===== config.mk =====
export PLATFORM = sky130hd
export DESIGN_NAME = uart_rx_buf
export DESIGN_NICKNAME = d
export VERILOG_FILES = /design/src/rtl/uart_rx_buf_pkg.sv /design/src/rtl/uart_rx_buf_sync_fifo.sv /design/src/rtl/uart_rx_buf.sv
export SDC_FILE = /design/constraint.sdc
export NUM_CORES = 1
export LEC_CHECK = 0
export BUFFER_PORTS_ARGS = -buffer_cell sky130_fd_sc_hd__buf_4
export CAP_MARGIN = 20
export CORE_ASPECT_RATIO = 1.5
export CORE_MARGIN = 10
export CORE_UTILIZATION = 60
export CTS_CLUSTER_DIAMETER = 30
export DETAILED_ROUTE_END_ITERATION = 6
export PLACE_DENSITY = 0.87
export SYNTH_ARGS = -nofsm -noshare
export SYNTH_HDL_FRONTEND = slang
export SYNTH_SLANG_ARGS = --single-unit

===== constraint.sdc =====
create_clock -name sys_clk -period 3.27 [get_ports sys_clk]
set_clock_uncertainty 0.05 [all_clocks]
set_input_delay 0.981 -clock sys_clk [delete_from_list [all_inputs] [get_ports sys_clk]]
set_output_delay 0.981 -clock sys_clk [all_outputs]
set_load 0.01 [all_outputs]

===== src/rtl/uart_rx_buf_pkg.sv =====
// Purpose: shared UART definitions (receiver FSM encoding, default bit timing) for RTL and bench models.
// Latency: n/a (types and constants only).
// Backpressure: n/a.
package uart_rx_buf_pkg;

    // 100 MHz system clock / 115200 baud
    localparam int UART_DEFAULT_BAUD_DIV = 868;
    localparam int UART_DATA_BITS        = 8;

    typedef enum logic [2:0] {
        ST_IDLE      = 3'd0,
        ST_START     = 3'd1,
        ST_DATA      = 3'd2,
        ST_STOP      = 3'd3,
        ST_WAIT_HIGH = 3'd4
    } rx_state_e;

endpackage


===== src/rtl/uart_rx_buf_sync_fifo.sv =====
// Purpose: first-word-fall-through FIFO with occupancy count; storage is not reset, output is forced to 0 when empty.
// Latency: a pushed word is visible on pop_dat the cycle after the push.
// Backpressure: push is taken when not full or when a pop lands in the same cycle; pop on empty is ignored.
module sync_fifo #(
    parameter int WIDTH = 8,
    parameter int DEPTH = 8
) (
    input  logic                   clk,
    input  logic                   rst_n,
    input  logic                   push,
    input  logic [WIDTH-1:0]       push_dat,
    input  logic                   pop,
    output logic [WIDTH-1:0]       pop_dat,
    output logic                   full,
    output logic                   empty,
    output logic [$clog2(DEPTH):0] count
);

    localparam int AW = $clog2(DEPTH);
    localparam logic [AW:0] DEPTH_L = (AW+1)'(DEPTH);

    logic [WIDTH-1:0] mem [DEPTH];
    logic [AW-1:0]    wr_ptr;
    logic [AW-1:0]    rd_ptr;
    logic             do_push;
    logic             do_pop;

    assign empty   = (count == '0);
    assign full    = (count == DEPTH_L);
    assign do_pop  = pop & ~empty;
    // A full FIFO still accepts a push when the head leaves in the same cycle
    assign do_push = push & (~full | do_pop);
    assign pop_dat = empty ? '0 : mem[rd_ptr];

    // Pointer and occupancy bookkeeping; pointers wrap naturally since DEPTH is a power of two
    always_ff @(posedge clk) begin
        if (!rst_n) begin
            wr_ptr <= '0;
            rd_ptr <= '0;
            count  <= '0;
        end else begin
            if (do_push) wr_ptr <= wr_ptr + 1'b1;
            if (do_pop)  rd_ptr <= rd_ptr + 1'b1;
            case ({do_push, do_pop})
                2'b10:   count <= count + 1'b1;
                2'b01:   count <= count - 1'b1;
                default: count <= count;
            endcase
        end
    end

    // Storage array, written only on an accepted push
    always_ff @(posedge clk) begin
        if (do_push) mem[wr_ptr] <= push_dat;
    end

endmodule


===== src/rtl/uart_rx_buf.sv =====
// Purpose: 8N1 UART receiver with 2-flop line synchronizer, sticky error flags and a FWFT receive FIFO.
// Latency: byte on rx_data/rx_valid 3 cycles after the stop-bit centre at the pad (2 sync + 1).
// Backpressure: rx_ready pops the head; a byte arriving to a full FIFO with no pop is dropped and flags overrun.
module uart_rx_buf #(
    parameter int BAUD_DIV   = uart_rx_buf_pkg::UART_DEFAULT_BAUD_DIV,
    parameter int FIFO_DEPTH = 8
) (
    input  logic                        sys_clk,
    input  logic                        rst_n,
    input  logic                        uart_rx,
    output logic [7:0]                  rx_data,
    output logic                        rx_valid,
    input  logic                        rx_ready,
    output logic [$clog2(FIFO_DEPTH):0] fifo_count,
    output logic                        frame_err,
    output logic                        overrun,
    input  logic                        err_clr
);

    import uart_rx_buf_pkg::*;

    localparam int CW = $clog2(BAUD_DIV);
    typedef logic [CW-1:0] cnt_t;
    // Counters run down to zero and act on the zero cycle, hence the -1
    localparam cnt_t FULL_LOAD = cnt_t'(BAUD_DIV - 1);
    localparam cnt_t HALF_LOAD = cnt_t'(BAUD_DIV / 2 - 1);

    logic                      rx_meta;
    logic                      rx_sync;
    rx_state_e                 state;
    cnt_t                      bit_cnt;
    logic [2:0]                bit_idx;
    logic [UART_DATA_BITS-1:0] shreg;
    logic                      stop_tick;
    logic                      push;
    logic                      ferr_set;
    logic                      ovr_set;
    logic                      fifo_full;
    logic                      fifo_empty;

    assign stop_tick = (state == ST_STOP) && (bit_cnt == '0);
    assign push      = stop_tick & rx_sync;
    assign ferr_set  = stop_tick & ~rx_sync;
    // When full, rx_valid is 1, so rx_ready alone decides whether the head frees a slot
    assign ovr_set   = push & fifo_full & ~rx_ready;
    assign rx_valid  = ~fifo_empty;

    // Two-flop synchronizer for the asynchronous pad; resets to the idle-high level
    always_ff @(posedge sys_clk) begin
        if (!rst_n) begin
            rx_meta <= 1'b1;
            rx_sync <= 1'b1;
        end else begin
            rx_meta <= uart_rx;
            rx_sync <= rx_meta;
        end
    end

    // Frame FSM: half-bit start qualification, then one sample per bit time
    always_ff @(posedge sys_clk) begin
        if (!rst_n) begin
            state   <= ST_IDLE;
            bit_cnt <= '0;
            bit_idx <= '0;
            shreg   <= '0;
        end else begin
            case (state)
                ST_IDLE: begin
                    if (!rx_sync) begin
                        state   <= ST_START;
                        bit_cnt <= HALF_LOAD;
                    end
                end
                ST_START: begin
                    if (bit_cnt != '0) begin
                        bit_cnt <= bit_cnt - 1'b1;
                    end else if (!rx_sync) begin
                        state   <= ST_DATA;
                        bit_cnt <= FULL_LOAD;
                        bit_idx <= '0;
                    end else begin
                        // Line went back high before mid-start: treat as a glitch
                        state <= ST_IDLE;
                    end
                end
                ST_DATA: begin
                    if (bit_cnt != '0) begin
                        bit_cnt <= bit_cnt - 1'b1;
                    end else begin
                        shreg   <= {rx_sync, shreg[UART_DATA_BITS-1:1]};
                        bit_cnt <= FULL_LOAD;
                        bit_idx <= bit_idx + 1'b1;
                        if (bit_idx == 3'd7) state <= ST_STOP;
                    end
                end
                ST_STOP: begin
                    if (bit_cnt != '0) bit_cnt <= bit_cnt - 1'b1;
                    else               state   <= rx_sync ? ST_IDLE : ST_WAIT_HIGH;
                end
                ST_WAIT_HIGH: begin
                    // Hold off through a break so it raises only one frame error
                    if (rx_sync) state <= ST_IDLE;
                end
                default: state <= ST_IDLE;
            endcase
        end
    end

    // Sticky error flags; a new error in the clearing cycle keeps the flag set
    always_ff @(posedge sys_clk) begin
        if (!rst_n) begin
            frame_err <= 1'b0;
            overrun   <= 1'b0;
        end else begin
            frame_err <= ferr_set | (frame_err & ~err_clr);
            overrun   <= ovr_set  | (overrun   & ~err_clr);
        end
    end

    sync_fifo #(
        .WIDTH (8),
        .DEPTH (FIFO_DEPTH)
    ) u_fifo (
        .clk      (sys_clk),
        .rst_n    (rst_n),
        .push     (push),
        .push_dat (shreg),
        .pop      (rx_ready),
        .pop_dat  (rx_data),
        .full     (fifo_full),
        .empty    (fifo_empty),
        .count    (fifo_count)
    );

endmodule


==> flow_metrics.py, run 1 <==
metrics = {
    "floorplanning": {
        "die_h_um": 125,
        "coreArea_mm2": 0.00723,
        "rows": 38,
        "dieArea_mm2": 0.0113,
        "initial_core_util_pct": 61.6,
        "die_w_um": 90.3,
        "pin_count": 20,
    },
    "finish": {
        "fin_nets": 387,
        "syn2layout_area_growth_pct": 11.0,
        "drive_above_1_share_pct": 18.9,
        "diodes": 0,
        "post-route-util_pct": 68.4,
    },
    "worst_setup_path": {
        "rr_startpoint": "bit_cnt[0]$_SDFFE_PN0P_",
        "worstPathArrival_ps": 1940,
        "r2r_end": "u_fifo.mem[7][2]$_DFFE_PP_",
        "r2r_slack_ps": 460,
        "worstSetupPathType": "flip-flop to primary output",
        "cp-end-kind": "primary output",
        "cp-start-kind": "flip-flop",
        "cp_max_fo": 16,
        "critPathRequiredTime_ps": 2240,
        "reg2regPathDepth": 7,
        "crit_path_end": "rx_data[1]",
    },
    "yosys": {
        "post-synth-top-count-cell": "edfxtp_1",
        "syn_nets": 359,
        "synth_edf_count": 64,
        "ys_ff_latch": 105,
        "synth.area.top_cells": "edfxtp_1 (43%), dfxtp_1 (18%), mux4_2 (8.1%)",
        "syn_area_mm2": 0.00445,
        "synth_common_cells": "edfxtp_1 (64), dfxtp_1 (41), nor2_1 (32)",
        "yosysSeqAreaShare_pct": 61.6,
        "ys.flop_type": "edfxtp_1",
        "syn_area_per_cell_um2": 12.8,
        "synth_top_cell_by_area": "edfxtp_1",
        "yosysUniqueCellTypes": 49,
        "syn_inst": 347,
        "synth_top_cell_area_share_pct": 43.2,
        "synthArstFlopShare_pct": 0,
        "ys_warn_count": 0,
    },
    "sta": {
        "fin_crit_sh_pct": 90.9,
        "rsz0062_at_grt": "no",
        "min_period_ps": 2970,
        "slew_viol_final": 0,
        "fin_setup_tns_ps": 0,
        "max_freq_mhz": 337,
        "hold_violations": 0,
        "max_slew_margin_pct": 53.2,
        "setup_viol": 0,
        "worstMarginPinSlew_ps": 700,
    },
    "routing": {
        "postRouteAntennaNets": 0,
        "drtIter0Drc": 179,
        "num_vias": 2766,
        "avgViaCountPerCell": 5.76,
        "first_pass_iters": 4,
        "drcViolationCount": 0,
        "routedWlPerCell_um": 17.5,
        "wl_um": 8380,
    },
    "run": {
        "cap_violations": 0,
    },
    "clock_network": {
        "holdBufCountCts": 0,
        "cts_buffers": 9,
        "clk_pin_slew_ps": 100,
        "clockBufferDepth": 2,
        "cts_root_buf": "clkbuf_8",
        "htreeDepth": 3,
        "cts_tree": "yes",
        "clkSinkCount": 105,
        "insertion_delay_ps": 360,
        "post-cts-setup-buffers": 0,
        "ctsResizeCount": 0,
    },
    "grt": {
        "antenna_found_initial": 0,
        "grt_overflow": 0,
        "grt_pass1_vias": 2831,
        "grt_pass1_wl_um": 14200,
        "grt_max_degree": 27,
        "track_usage_pct": 15.3,
    },
    "status": {
        "status": "complete, no violations",
    },
    "pwr": {
        "vdd_ir_drop_max_v": 0.000361,
        "leakage_nw": 1.73,
        "power_density_mw_per_mm2": 497,
    },
    "hold_path": {
        "hold_path.class": "flip-flop to flip-flop",
    },
    "placement": {
        "port-buffer-count": 19,
        "hpwl_um": 5900,
        "routabilityCongestion": 0.901,
    },
}
report_power, final:
group | internal, mW | switching (mW)
clock | 0.293 | 0.458
sequential | 1.41 | 0.0248
combinational | 0.108 | 0.166
total | 1.81 | 0.649
layout make-up:
type                    count  area [µm²]
flip-flops and latches    105        2740
inverters                  10        37.5
repair buffers             32         240
multi-input cells         217        1610
fillers                   513        2280
clock buffers               9         124
well taps                 100         125
clock inverters             7        65.1
per-stage QoR:
stage          setup slack [ps]  instances  cell area [µm²]  hold WS, ps  total power [mW]
2_1_floorplan               610        347             4450          336              1.67
3_3_place_gp                549        464             4750          346              1.72
3_5_place_dp                393        464             4750          344              1.73
4_1_cts                     261        480             4940          368              2.46
5_1_grt                     160        480             4940          393              2.55
6_report                    299        480             4940          366              2.46
critical path, cell delays in order, from the launching register on:
cell and delay [ps]:
dfxtp_1 330, buf_4 300, mux4_2 560, mux2i_1 150, nor2_1 70, buf_4 140
per-layer routing:
metal	track usage [%]	routed length, µm	vias to the layer above
met1	16.9	3400	1356
li1	-	-	1356
met4	6.67	138	0
met5	0	0	-
met3	2.69	244	12
met2	27.8	4600	42
registers in the layout, summed over array words and instances (netlist names), named ones only:
register,flops
frame_err,1
overrun,1
u_fifo.mem,64
shreg,8
u_fifo.count,4
bit_cnt,10
bit_idx,3
rx_meta,1
rx_sync,1
state,3
u_fifo.rd_ptr,3
u_fifo.wr_ptr,3
cells by family (layout without fill, tap and decap cells):
group	count (synthesis)	in the layout	share of synthesized area [%]
simple gates	116	116	13.5
flops	105	105	61.6
compound gates	56	56	7.93
mux	29	29	11.0
buf+inv	25	58	2.25
xor+xnor	9	9	1.77
fa+ha+maj	7	7	1.97
worst min path at each step:
stage | start | slack [ps] | depth (start not counted) | to
3_5_place_dp | rx_meta$_SDFF_PN1_ | 340 | 1 | rx_sync$_SDFF_PN1_
2_1_floorplan | rx_meta$_SDFF_PN1_ | 340 | 1 | rx_sync$_SDFF_PN1_
6_report | rx_meta$_SDFF_PN1_ | 370 | 1 | rx_sync$_SDFF_PN1_
5_1_grt | rx_meta$_SDFF_PN1_ | 390 | 1 | rx_sync$_SDFF_PN1_
3_3_place_gp | rx_meta$_SDFF_PN1_ | 350 | 1 | rx_sync$_SDFF_PN1_
4_1_cts | rx_meta$_SDFF_PN1_ | 370 | 1 | rx_sync$_SDFF_PN1_
cell usage in the layout, fill, tap and decap left out, drive strengths merged, types with 9 or more instances in the layout:
cell	instances
a21oi	24
buf	32
o21ai	10
edfxtp	64
mux4	16
nor2	32
clkbuf	9
inv	12
nand2	30
nor3	13
dfxtp	41
mux2i	13
(Power assumes the default switching activity.)
==> run 2, diff against run 1 <==
--- a/config.mk
+++ b/config.mk
@@ -10,9 +10,11 @@
 export CORE_ASPECT_RATIO = 1.5
 export CORE_MARGIN = 10
 export CORE_UTILIZATION = 60
+export CTS_BUF_LIST = sky130_fd_sc_hd__clkbuf_16
 export CTS_CLUSTER_DIAMETER = 30
 export DETAILED_ROUTE_END_ITERATION = 6
 export PLACE_DENSITY = 0.87
 export SYNTH_ARGS = -nofsm -noshare
 export SYNTH_HDL_FRONTEND = slang
+export SYNTH_HIERARCHICAL = 1
 export SYNTH_SLANG_ARGS = --single-unit
==> flow_metrics.py, run 2 <==
metrics = {
    "status": {
        "status": "complete, no violations",
    },
    "grt": {
        "grt_pass1_wl_um": 15600,
        "grt_max_degree": 21,
        "track_usage_pct": 16.6,
        "grt_pass1_vias": 3096,
        "grt_overflow": 0,
        "antenna_found_initial": 0,
    },
    "routing": {
        "first_pass_iters": 4,
        "num_vias": 3014,
        "routedWlPerCell_um": 19.2,
        "wl_um": 9450,
        "postRouteAntennaNets": 0,
        "avgViaCountPerCell": 6.11,
        "drtIter0Drc": 192,
        "drcViolationCount": 0,
    },
    "placement": {
        "routabilityCongestion": 0.895,
        "placed_area_mm2": 0.00500,
        "port-buffer-count": 19,
        "hpwl_um": 6690,
    },
    "worst_setup_path": {
        "critPathMaxStageDelay_ps": 540,
        "cp-end-kind": "primary output",
        "worstPathArrival_ps": 1910,
        "cp-start-kind": "flip-flop",
        "cp_slowest_cell": "mux4_2",
        "worstSetupPathType": "flip-flop to primary output",
        "critPathRequiredTime_ps": 2240,
        "cp.buffers_inverters": 2,
        "cp_max_fo": 16,
        "path_common_cell": "buf_4",
        "path_delay_family": "multiplexers",
        "crit_chain": "buf_4 > mux4_2 > mux2i_1 > nor2_1 > buf_4",
    },
    "hold_path": {
        "hold_path.class": "flip-flop to flip-flop",
    },
    "pwr": {
        "total_power_mw": 3.86,
        "power_density_mw_per_mm2": 720,
        "vdd_ir_drop_max_v": 0.000664,
        "leakage_nw": 1.93,
    },
    "clock_network": {
        "clockBufferDepth": 2,
        "cts_buffers": 9,
        "ctsResizeCount": 0,
        "clk_pin_slew_ps": 70,
        "holdBufCountCts": 0,
        "clkSinkCount": 105,
        "cts_tree": "yes",
        "cts_root_buf": "clkbuf_16",
        "post-cts-setup-buffers": 0,
        "insertion_delay_ps": 340,
        "htreeDepth": 3,
    },
    "floorplanning": {
        "die_h_um": 129,
        "dieArea_mm2": 0.0120,
        "initial_core_util_pct": 62.0,
        "pin_count": 20,
        "rows": 39,
        "die_w_um": 92.7,
        "coreArea_mm2": 0.00766,
    },
    "finish": {
        "layout_commonest_cell": "edfxtp_1",
        "final_cell_mix": "edfxtp_1 (64), dfxtp_1 (41), nor2_1 (39)",
        "diodes": 0,
        "design_area_mm2": 0.00535,
        "fin_nets": 400,
        "drive_above_1_share_pct": 20.2,
        "reg_top3": "u_fifo/mem: 64 flops, bit_cnt: 10 flops, shreg: 8 flops",
        "regMostFlops": "u_fifo/mem",
        "fillers": 533,
        "largest_reg_flops": 64,
        "syn2layout_area_growth_pct": 12.6,
        "post-route-util_pct": 69.9,
    },
    "yosys": {
        "synth_top_cell_by_area": "edfxtp_1",
        "synthArstFlopShare_pct": 0,
        "ys_ff_latch": 105,
        "ys.flop_type": "edfxtp_1",
        "synth.area.top_cells": "edfxtp_1 (40%), dfxtp_1 (17%), mux4_2 (7.6%)",
        "synth_common_cells": "edfxtp_1 (64), dfxtp_1 (41), nor2_1 (39)",
        "yosysSeqAreaShare_pct": 57.7,
        "post-synth-top-count-cell": "edfxtp_1",
        "syn_area_mm2": 0.00475,
        "yosysUniqueCellTypes": 65,
        "synth_edf_count": 64,
        "ys_warn_count": 6,
        "syn_nets": 380,
        "syn_inst": 366,
        "synth_top_cell_area_share_pct": 40.4,
        "syn_area_per_cell_um2": 13.0,
    },
    "sta": {
        "min_period_ps": 2940,
        "slew_viol_final": 0,
        "setup_viol": 0,
        "fin_crit_sh_pct": 90.0,
        "rsz0062_at_grt": "no",
        "worstMarginPinSlew_ps": 896,
        "fin_setup_tns_ps": 0,
        "hold_violations": 0,
        "max_freq_mhz": 340,
        "max_slew_margin_pct": 40.1,
    },
    "run": {
        "cap_violations": 0,
    },
}
==> run 2: changes by cell type after synthesis, moves of 5 or more <==
cell	previous run	this run
nor3_1	13	8
nor2_1	32	39
inv_1	9	14
nand4_1	3	9
mux2i_1	13	19
a21oi_1	23	14
nand2_1	30	10
==> run 2: kinds of logic (layout without fill, tap and decap cells) <==
logic type | Yosys count | after routing | synth area share [%]
buffers and inverters | 37 | 62 | 3.48
AO/OA/AOI/OAI | 63 | 63 | 10.1
flip-flops | 105 | 105 | 57.7
multiplexers | 36 | 36 | 11.8
XOR/XNOR | 7 | 7 | 1.29
adder cells (fa/ha/maj) | 9 | 9 | 2.53
AND/OR/NAND/NOR | 109 | 109 | 13.1
==> run 2: path summary, 6_finish.rpt <==
check / start / endpoint / slack, ps / depth (start not counted)
worst max-delay path: flip-flop / rx_data[0] / 330 / 5
worst min-delay path: rx_meta$_SDFF_PN1_ / rx_sync$_SDFF_PN1_ / 380 / 1
worst max register to register: bit_cnt[0]$_SDFFE_PN0P_ / u_fifo/count[3]$_SDFFE_PN0P_ / 340 / 13
worst min register to register: rx_meta$_SDFF_PN1_ / rx_sync$_SDFF_PN1_ / 380 / 1
==> run 2: final cells by class <==
class / count / area (µm²) / area share [%]
clock buffer: 9 / 225 / 4.21
clock inverter: 7 / 120 / 2.24
inverter: 14 / 52.6 / 0.982
multi-input combinational: 224 / 1840 / 34.5
sequential: 105 / 2740 / 51.2
tap: 102 / 128 / 2.38
timing repair buffer: 32 / 240 / 4.49
==> run 2: worst register-to-register path, cell delays in order, from the launching register on <==
cell      delay [ps]
dfxtp_1          360
inv_1            130
ha_1             200
nor2b_1          200
nand3_1          170
nor2_1           190
inv_1            120
nand2b_1         130
inv_1             70
ha_1             330
nand3_1          160
a211o_1          320
a32o_1           240
o21a_1           160
==> run 2: stage by stage <==
stage | hold slack [ps] | std cells | setup slack, ps
after CTS | 381 | 492 | 285
after floorplan | 336 | 366 | 311
after global placement | 349 | 476 | 518
after detailed placement | 360 | 476 | 404
final | 376 | 493 | 327
after global routing | 395 | 493 | 130
==> run 2: power breakdown <==
| part | total (mW) | internal [mW] | leakage (nW) | switching (mW) |
|---|---|---|---|---|
| logic | 1.12 | 0.526 | 0.834 | 0.591 |
| registers | 1.54 | 1.44 | 0.925 | 0.0955 |
| clock network | 1.20 | 0.749 | 0.171 | 0.455 |
==> run 2: routing by layer <==
metal | GRT usage, % | part of all wire [%]
met5 | 0 | 0
met4 | 8.38 | 2.8
met3 | 3.96 | 4.2
met2 | 30.1 | 55
met1 | 17.5 | 38
